`config.mk`:
```
export PLATFORM = sky130hd
export DESIGN_NAME = pixel_hit_reader_flat
export DESIGN_NICKNAME = d
export VERILOG_FILES = /design/src/rtl/pixel_hit_reader_pkg.sv /design/src/rtl/pixel_hit_reader_if.sv /design/src/rtl/pixel_hit_fifo.sv /design/src/rtl/pixel_hit_reader.sv /design/src/flat_wrapper.sv
export SDC_FILE = /design/constraint.sdc
export NUM_CORES = 1
export LEC_CHECK = 0
export CAP_MARGIN = 20
export CORE_UTILIZATION = 50
export CTS_BUF_LIST = sky130_fd_sc_hd__clkbuf_4 sky130_fd_sc_hd__clkbuf_8
export CTS_CLUSTER_DIAMETER = 120
export CTS_CLUSTER_SIZE = 20
export DETAILED_ROUTE_END_ITERATION = 10
export DONT_BUFFER_PORTS = 1
export PLACE_DENSITY_LB_ADDON = 0.1
export SLEW_MARGIN = 10
export SYNTH_ARGS = -nofsm -noshare
export SYNTH_HDL_FRONTEND = slang
export SYNTH_SLANG_ARGS = --single-unit
```
`constraint.sdc`:
```
create_clock -name clk -period 3.7 [get_ports clk]
set_input_delay 0.555 -clock clk [delete_from_list [all_inputs] [get_ports clk]]
set_output_delay 0.555 -clock clk [all_outputs]
set_load 0.05 [all_outputs]
```
`src/rtl/pixel_hit_reader_pkg.sv`:
```
// Shared definitions for the pixel hit reader: upstream word layout, FSM states
// and the decoded-hit record stored in the FIFO.
package pixel_hit_reader_pkg;

  localparam int PIXEL_HIT_WORD_WIDTH = 46;
  localparam int PIXEL_HIT_DEC_WIDTH  = 45;

  localparam int PIX_ID_MSB = 45;
  localparam int PIX_ID_LSB = 38;
  localparam int EVT_MSB    = 37;
  localparam int EVT_LSB    = 30;
  localparam int TOA_MSB    = 29;
  localparam int TOA_LSB    = 20;
  localparam int TOT_MSB    = 19;
  localparam int TOT_LSB    = 11;
  localparam int CAL_MSB    = 10;
  localparam int CAL_LSB    = 1;
  localparam int HIT_BIT    = 0;

  typedef enum logic [1:0] {
    ST_IDLE    = 2'd0,
    ST_READ    = 2'd1,
    ST_WAIT    = 2'd2,
    ST_CAPTURE = 2'd3
  } reader_state_e;

  typedef struct packed {
    logic [7:0] pixel_id;
    logic [7:0] event_tag;
    logic [9:0] toa;
    logic [8:0] tot;
    logic [9:0] cal;
  } pixel_hit_t;

  function automatic pixel_hit_t decode_hit(input logic [PIXEL_HIT_WORD_WIDTH-1:0] word);
    pixel_hit_t h;
    h.pixel_id  = word[PIX_ID_MSB:PIX_ID_LSB];
    h.event_tag = word[EVT_MSB:EVT_LSB];
    h.toa       = word[TOA_MSB:TOA_LSB];
    h.tot       = word[TOT_MSB:TOT_LSB];
    h.cal       = word[CAL_MSB:CAL_LSB];
    return h;
  endfunction

endpackage

```
`src/rtl/pixel_hit_reader_if.sv`:
```
// Upstream read bus plus the decoded-hit valid/ready stream of the pixel hit reader.
interface pixel_hit_reader_if;
  import pixel_hit_reader_pkg::*;

  logic                            dnUnreadHit;
  logic [PIXEL_HIT_WORD_WIDTH-1:0] dnData;
  logic                            dnRead;
  logic                            hitValid;
  logic                            hitReady;
  logic [7:0]                      hitPixelID;
  logic [7:0]                      hitEventTag;
  logic [9:0]                      hitTOA;
  logic [8:0]                      hitTOT;
  logic [9:0]                      hitCal;

  modport master (
    input  dnUnreadHit, dnData, hitReady,
    output dnRead, hitValid, hitPixelID, hitEventTag, hitTOA, hitTOT, hitCal
  );

  modport slave (
    output dnUnreadHit, dnData, hitReady,
    input  dnRead, hitValid, hitPixelID, hitEventTag, hitTOA, hitTOT, hitCal
  );

endinterface

```
`src/rtl/pixel_hit_fifo.sv`:
```
// Synchronous FIFO for decoded hits; head is read straight from storage.
module pixel_hit_fifo #(
  parameter int FIFO_DEPTH = 4,
  parameter int WIDTH      = 45
) (
  input  logic                        clk,
  input  logic                        reset,
  input  logic                        push,
  input  logic [WIDTH-1:0]            push_data,
  input  logic                        pop,
  output logic [WIDTH-1:0]            head,
  output logic                        full,
  output logic                        empty,
  output logic [$clog2(FIFO_DEPTH):0] count
);
  localparam int AW = $clog2(FIFO_DEPTH);
  localparam logic [AW:0] DEPTH_C = (AW+1)'(FIFO_DEPTH);

  logic [WIDTH-1:0] mem_q [FIFO_DEPTH];
  logic [AW-1:0]    wr_ptr_q, rd_ptr_q;
  logic [AW:0]      count_q, count_d;
  logic             do_push_s, do_pop_s;

  assign full      = (count_q == DEPTH_C);
  assign empty     = (count_q == (AW+1)'(0));
  assign count     = count_q;
  assign head      = mem_q[rd_ptr_q];
  assign do_pop_s  = pop & ~empty;
  // A full FIFO still accepts a push in the same cycle as a pop
  assign do_push_s = push & (~full | do_pop_s);

  always_comb begin
    count_d = count_q;
    if (do_push_s && !do_pop_s) begin
      count_d = count_q + (AW+1)'(1);
    end else if (!do_push_s && do_pop_s) begin
      count_d = count_q - (AW+1)'(1);
    end else begin
      count_d = count_q;
    end
  end

  always_ff @(posedge clk) begin
    if (reset) begin
      wr_ptr_q <= AW'(0);
      rd_ptr_q <= AW'(0);
      count_q  <= (AW+1)'(0);
      for (int i = 0; i < FIFO_DEPTH; i++) begin
        mem_q[i] <= {WIDTH{1'b0}};
      end
    end else begin
      count_q <= count_d;
      if (do_push_s) begin
        mem_q[wr_ptr_q] <= push_data;
        wr_ptr_q        <= wr_ptr_q + AW'(1);
      end
      if (do_pop_s) begin
        rd_ptr_q <= rd_ptr_q + AW'(1);
      end
    end
  end

endmodule

```
`src/rtl/pixel_hit_reader.sv`:
```
// Polls the switch-cell chain, captures hit words after READ_LATENCY cycles and
// buffers decoded hits. Define PIXEL_ID_CHECK_EN to drop words with a foreign pixel ID.
module pixel_hit_reader
  import pixel_hit_reader_pkg::*;
#(
  parameter int FIFO_DEPTH   = 4,
  parameter int READ_LATENCY = 1
) (
  input  logic               clk,
  input  logic               reset,
  input  logic               enable,
  input  logic [7:0]         expPixelID,
  pixel_hit_reader_if.master bus,
  output logic [15:0]        readCount,
  output logic [15:0]        idErrCount,
  output logic               busy
);
  localparam int CW = $clog2(FIFO_DEPTH) + 1;
  localparam logic [CW:0] DEPTH_C    = (CW+1)'(FIFO_DEPTH);
  localparam logic [1:0]  LAT_LOAD_C = 2'(READ_LATENCY - 1);

  reader_state_e                   state_q, state_d;
  logic [1:0]                      lat_q, lat_d;
  logic [PIXEL_HIT_WORD_WIDTH-1:0] cap_q;
  logic                            dn_read_q, busy_q;
  logic [15:0]                     read_cnt_q, read_cnt_d;
  logic                            start_s, credit_s, id_ok_s, push_s, pop_s;
  logic                            fifo_empty_s, fifo_full_unused_s;
  logic [CW-1:0]                   fifo_count_s;
  logic [CW:0]                     occupancy_s;
  pixel_hit_t                      head_s, push_data_s;

  // The word in flight is counted against the FIFO so a capture can never overflow it
  assign occupancy_s = {1'b0, fifo_count_s} + {{CW{1'b0}}, busy_q};
  assign credit_s    = (occupancy_s < DEPTH_C);
  assign start_s     = enable & bus.dnUnreadHit & credit_s;
  assign push_data_s = decode_hit(cap_q);
  assign pop_s       = ~fifo_empty_s & bus.hitReady;

  always_comb begin
    state_d = state_q;
    lat_d   = lat_q;
    case (state_q)
      ST_IDLE: begin
        if (start_s) state_d = ST_READ;
        else         state_d = ST_IDLE;
      end
      ST_READ: begin
        lat_d   = LAT_LOAD_C;
        state_d = ST_WAIT;
      end
      ST_WAIT: begin
        if (lat_q == 2'd0) state_d = ST_CAPTURE;
        else               lat_d   = lat_q - 2'd1;
      end
      // Chaining straight into the next read keeps spacing at READ_LATENCY+2
      ST_CAPTURE: begin
        if (start_s) state_d = ST_READ;
        else         state_d = ST_IDLE;
      end
      default: state_d = ST_IDLE;
    endcase
  end

  always_comb begin
    read_cnt_d = read_cnt_q;
    push_s     = 1'b0;
    if (state_q == ST_CAPTURE) begin
      push_s = cap_q[HIT_BIT] & id_ok_s;
      if (read_cnt_q != 16'hFFFF) read_cnt_d = read_cnt_q + 16'd1;
      else                        read_cnt_d = read_cnt_q;
    end else begin
      push_s = 1'b0;
    end
  end

  // dnData is sampled on the edge that ends the last WAIT cycle
  always_ff @(posedge clk) begin
    if (reset) begin
      state_q    <= ST_IDLE;
      lat_q      <= 2'd0;
      cap_q      <= {PIXEL_HIT_WORD_WIDTH{1'b0}};
      dn_read_q  <= 1'b0;
      busy_q     <= 1'b0;
      read_cnt_q <= 16'd0;
    end else begin
      state_q    <= state_d;
      lat_q      <= lat_d;
      dn_read_q  <= (state_d == ST_READ);
      busy_q     <= (state_d != ST_IDLE);
      read_cnt_q <= read_cnt_d;
      if (state_q == ST_WAIT && state_d == ST_CAPTURE) begin
        cap_q <= bus.dnData;
      end
    end
  end

`ifdef PIXEL_ID_CHECK_EN
  logic [15:0] id_err_q, id_err_d;
  logic        id_mismatch_s;

  assign id_mismatch_s = (cap_q[PIX_ID_MSB:PIX_ID_LSB] != expPixelID);
  assign id_ok_s       = ~id_mismatch_s;
  assign idErrCount    = id_err_q;

  always_comb begin
    id_err_d = id_err_q;
    if (state_q == ST_CAPTURE && cap_q[HIT_BIT] && id_mismatch_s && id_err_q != 16'hFFFF) begin
      id_err_d = id_err_q + 16'd1;
    end else begin
      id_err_d = id_err_q;
    end
  end

  always_ff @(posedge clk) begin
    if (reset) id_err_q <= 16'd0;
    else       id_err_q <= id_err_d;
  end
`else
  logic unused_exp_id_s;
  assign unused_exp_id_s = ^expPixelID;
  assign id_ok_s         = 1'b1;
  assign idErrCount      = 16'h0000;
`endif

  pixel_hit_fifo #(
    .FIFO_DEPTH(FIFO_DEPTH),
    .WIDTH     (PIXEL_HIT_DEC_WIDTH)
  ) u_fifo (
    .clk      (clk),
    .reset    (reset),
    .push     (push_s),
    .push_data(push_data_s),
    .pop      (pop_s),
    .head     (head_s),
    .full     (fifo_full_unused_s),
    .empty    (fifo_empty_s),
    .count    (fifo_count_s)
  );

  assign bus.dnRead      = dn_read_q;
  assign bus.hitValid    = ~fifo_empty_s;
  assign bus.hitPixelID  = head_s.pixel_id;
  assign bus.hitEventTag = head_s.event_tag;
  assign bus.hitTOA      = head_s.toa;
  assign bus.hitTOT      = head_s.tot;
  assign bus.hitCal      = head_s.cal;
  assign readCount       = read_cnt_q;
  assign busy            = busy_q;

endmodule

```
`src/flat_wrapper.sv`:
```
// flat-port wrapper written by rule: the top's interface ports become plain ports
module pixel_hit_reader_flat import pixel_hit_reader_pkg::*;
#(
  parameter int FIFO_DEPTH   = 4,
  parameter int READ_LATENCY = 1
)
  (clk, reset, enable, expPixelID, readCount, idErrCount, busy, bus_dnUnreadHit, bus_dnData, bus_hitReady, bus_dnRead, bus_hitValid, bus_hitPixelID, bus_hitEventTag, bus_hitTOA, bus_hitTOT, bus_hitCal);
  pixel_hit_reader_if bus_i ();
  input  logic clk;
  input  logic reset;
  input  logic enable;
  input  logic [7:0] expPixelID;
  output logic [15:0] readCount;
  output logic [15:0] idErrCount;
  output logic busy;
  input wire logic [$bits(bus_i.dnUnreadHit)-1:0] bus_dnUnreadHit;
  input wire logic [$bits(bus_i.dnData)-1:0] bus_dnData;
  input wire logic [$bits(bus_i.hitReady)-1:0] bus_hitReady;
  output wire logic [$bits(bus_i.dnRead)-1:0] bus_dnRead;
  output wire logic [$bits(bus_i.hitValid)-1:0] bus_hitValid;
  output wire logic [$bits(bus_i.hitPixelID)-1:0] bus_hitPixelID;
  output wire logic [$bits(bus_i.hitEventTag)-1:0] bus_hitEventTag;
  output wire logic [$bits(bus_i.hitTOA)-1:0] bus_hitTOA;
  output wire logic [$bits(bus_i.hitTOT)-1:0] bus_hitTOT;
  output wire logic [$bits(bus_i.hitCal)-1:0] bus_hitCal;
  assign bus_i.dnUnreadHit = bus_dnUnreadHit;
  assign bus_i.dnData = bus_dnData;
  assign bus_i.hitReady = bus_hitReady;
  assign bus_dnRead = bus_i.dnRead;
  assign bus_hitValid = bus_i.hitValid;
  assign bus_hitPixelID = bus_i.hitPixelID;
  assign bus_hitEventTag = bus_i.hitEventTag;
  assign bus_hitTOA = bus_i.hitTOA;
  assign bus_hitTOT = bus_i.hitTOT;
  assign bus_hitCal = bus_i.hitCal;
  pixel_hit_reader #(.FIFO_DEPTH(FIFO_DEPTH), .READ_LATENCY(READ_LATENCY)) u_core (.clk(clk), .reset(reset), .enable(enable), .expPixelID(expPixelID), .bus(bus_i), .readCount(readCount), .idErrCount(idErrCount), .busy(busy));
endmodule
```
==> metrics.cfg <==
[outcome]
status = finished clean

[die]
num_rows = 54
die_height_um = 151
core-area_um2 = 21800
die_width_um = 151
floorplan.die_area_um2 = 22700
floorplan.io_pins = 139
effective_utilization_at_floorplan_pct = 50.9

[cts]
hold_buffers = 0
ctsHtreeMaxLevel = 1
clock_latency_on_the_worst_skew_pair_ns = 0.52
clk_root_buffer_cell = sky130_fd_sc_hd__clkbuf_8
cts_resized = 0
tritoncts = yes
worst_case_clock_buffer_depth = 3
post_cts.repair.setup_buffers = 0
numClockSinks = 257
clk_transition_reported_paths_ns = 0.12
cts_buffers = 16

[final_layout]
num-nets-final = 875
area_growth_pct = 5.03
final_layout_size_suffix_gt1_share_pct = 16.8
final_core_utilization_pct = 53.4
nFillCells = 1868
fin_area_um2 = 11600
stdcell_count = 1099
antennaDiodeCount = 0

[grt]
antenna_found_initial = 0
use_met3_pct = 4.07
number_of_global_route_vias_before_repair = 6213
grt.overflow.total = 0
grt_use_met1_pct = 26.5
total_routing_usage_reported_by_global_routing_pct = 20.8
grt_first_pass_wirelength_um = 35300
grt_util_met2_pct = 36.7
grt_max_degree = 81
global_route.peak_usage_layer = met2

[yosys]
cell_type_with_the_highest_aggregate_area_in_the_netlist = sky130_fd_sc_hd__edfxtp_1
netlist_area_um2 = 11100
netlist_instances = 826
synth_top_flop_cell = sky130_fd_sc_hd__edfxtp_1
syn_avg_cell_area_um2 = 13.4
yosysUniqueCellTypes = 51
synth_async_sr_flop_share_pct = 0
synth.top_cells.by_count = sky130_fd_sc_hd__edfxtp_1 (180), sky130_fd_sc_hd__and2_1 (148), sky130_fd_sc_hd__nand2_1 (98)
synthTopCellsByArea = sky130_fd_sc_hd__edfxtp_1 (49%), sky130_fd_sc_hd__dfxtp_1 (14%), sky130_fd_sc_hd__mux4_2 (9.2%)
synth.top_cell.area_share_pct = 48.8
synth.yosys.warnings = 0
sequential_share_of_the_synthesized_area_pct = 62.7
postSynthRegisterBits = 257
yosys.cell_count.top_type = sky130_fd_sc_hd__edfxtp_1
synth-edff-count = 180

[placed_design]
portBuffers = 0
cell_count_post_placement = 1071
weighted_congestion_reported_at_the_end_of_routability_driven_placement = 0.766
detailedPlacementHpwl_um = 13300
placed_area_um2 = 11300

[timing]
rsz_0062_raised_after_global_routing = no
fin_worst_skew_ns = 0.0102
setup_total_negative_slack_ns = 0
min_period_over_period_pct = 76.4
timing.final.hold_violations = 0
final-max-slew-violation-count = 0
period_minus_slack_ns = 2.83
worst_slew_pin_slew_ns = 0.769
slew-limit-headroom_pct = 48.7
max_freq_mhz = 354
timing.final.setup_violations = 0

[routing]
routed_wire_length_per_instance_um = 21.1
drtAntennaViolNets = 0
detail_route.wirelength_um = 23100
dr_total_vias = 6119
drt_iter0_markers = 320
post-route-drc-count = 0
detail_route.first_pass.iterations = 4
avgViaCountPerCell = 5.57

[power]
power.share.combinational_pct = 15.7
p_switching_mw = 1.62
clk_network_pwr_share_pct = 25.0
ir_drop_worst_case_vdd_mv = 0.303
power_frac_seq_pct = 59.4
switching_share_pct = 29.0
total_power_mw = 5.59
leakage_nw = 4.01
pwr_density_cell_nw_per_um2 = 481
internal_power_mw = 3.97

[setup_path]
cp-end-kind = primary output
timing_worst_setup_path_type = flip-flop to primary output
worstPathRequired_ns = 3.14
startpoint_type = flip-flop
arrival_ns = 2.27
path_max_fanout = 25

[worst_hold_path]
hold_removal_path_class = input pin to flip-flop

[job]
drv_cap = 0

## registers in the layout, indices dropped and copies added (netlist names), named ones only
register,count
u_core.lat_q,2
u_core.u_fifo.mem_q,180
u_core.readCount,16
u_core.busy,1
u_core.u_fifo.wr_ptr_q,2
u_core.u_fifo.count,3
u_core.u_fifo.rd_ptr_q,2
u_core.state_q,2
u_core.bus.dnRead,1
u_core.cap_q,46
## metrics by stage
step / setup slack, ns / hold slack (ns)
floorplan: 0.292 / 0.454
global placement: 0.922 / 0.459
detailed placement: 0.916 / 0.471
CTS: 0.784 / 0.0536
global route: 0.725 / 0.0529
finish: 0.873 / 0.0858
## path summary, 6_finish.rpt
path                     startpoint                    endpoint  slack (ns)  cells after the start
setup / recovery          flip-flop               bus_hitTOA[2]        0.87                      2
hold / removal                reset            u_core.cap_q[18]        0.09                      1
setup reg to reg  u_core.state_q[0]  u_core.u_fifo.mem_q[0][22]        0.88                      5
hold reg to reg    u_core.cap_q[29]            u_core.cap_q[29]        0.49                      2
## power groups by stage
stage	Sequential, mW	Clock, mW	Combinational (mW)
floorplan	3.32	0	0.800
global placement	3.37	0	0.872
detailed placement	3.39	0	0.887
CTS	3.32	1.44	0.887
global route	3.34	1.54	0.927
finish	3.32	1.39	0.875
## cells by family after synthesis
family / synth area share [%]
xor+xnor: 0.554
buf+inv: 3.90
mux: 9.43
compound gates: 4.40
other cells: 0.0339
fa+ha+maj: 0.859
simple gates: 18.1
flops: 62.7
## layout by cell type (no fill, tap or decap), types with 7 or more instances in the layout
cell type | netlist | routed
sky130_fd_sc_hd__edfxtp_1 | 180 | 180
sky130_fd_sc_hd__and2_1 | 148 | 148
sky130_fd_sc_hd__nand2_1 | 98 | 98
sky130_fd_sc_hd__dfxtp_1 | 77 | 75
sky130_fd_sc_hd__a21oi_1 | 59 | 59
sky130_fd_sc_hd__mux4_2 | 45 | 45
sky130_fd_sc_hd__and2_4 | 32 | 32
sky130_fd_sc_hd__nor2_1 | 21 | 21
sky130_fd_sc_hd__clkbuf_8 | 0 | 17
sky130_fd_sc_hd__conb_1 | 1 | 16
sky130_fd_sc_hd__inv_1 | 11 | 11
sky130_fd_sc_hd__clkbuf_4 | 0 | 10
sky130_fd_sc_hd__buf_4 | 16 | 10
sky130_fd_sc_hd__nand3_1 | 7 | 7
sky130_fd_sc_hd__o21ai_0 | 7 | 7
## worst max-delay path, cell delays in order, from the launching register on
cell	delay (ns)
sky130_fd_sc_hd__dfxtp_2	0.85
sky130_fd_sc_hd__buf_4	0.36
sky130_fd_sc_hd__mux4_2	0.51
## final cells by class
| class | count | area (um^2) | area share, % |
|---|---|---|---|
| well taps | 280 | 350 | 3.01 |
| clock buffers | 27 | 309 | 2.66 |
| repair buffers | 16 | 195 | 1.68 |
| flip-flops and latches | 257 | 6950 | 59.8 |
| clock inverters | 1 | 5.00 | 0.0430 |
| multi-input cells | 507 | 3770 | 32.5 |
| inverters | 11 | 41.3 | 0.355 |
## metal layers
metal	vias up	wire length, um
li1	2872	-
met1	3077	9650
met2	144	11700
met3	26	1410
met4	0	363
met5	-	0
Power figures use the tool's default switching activity.
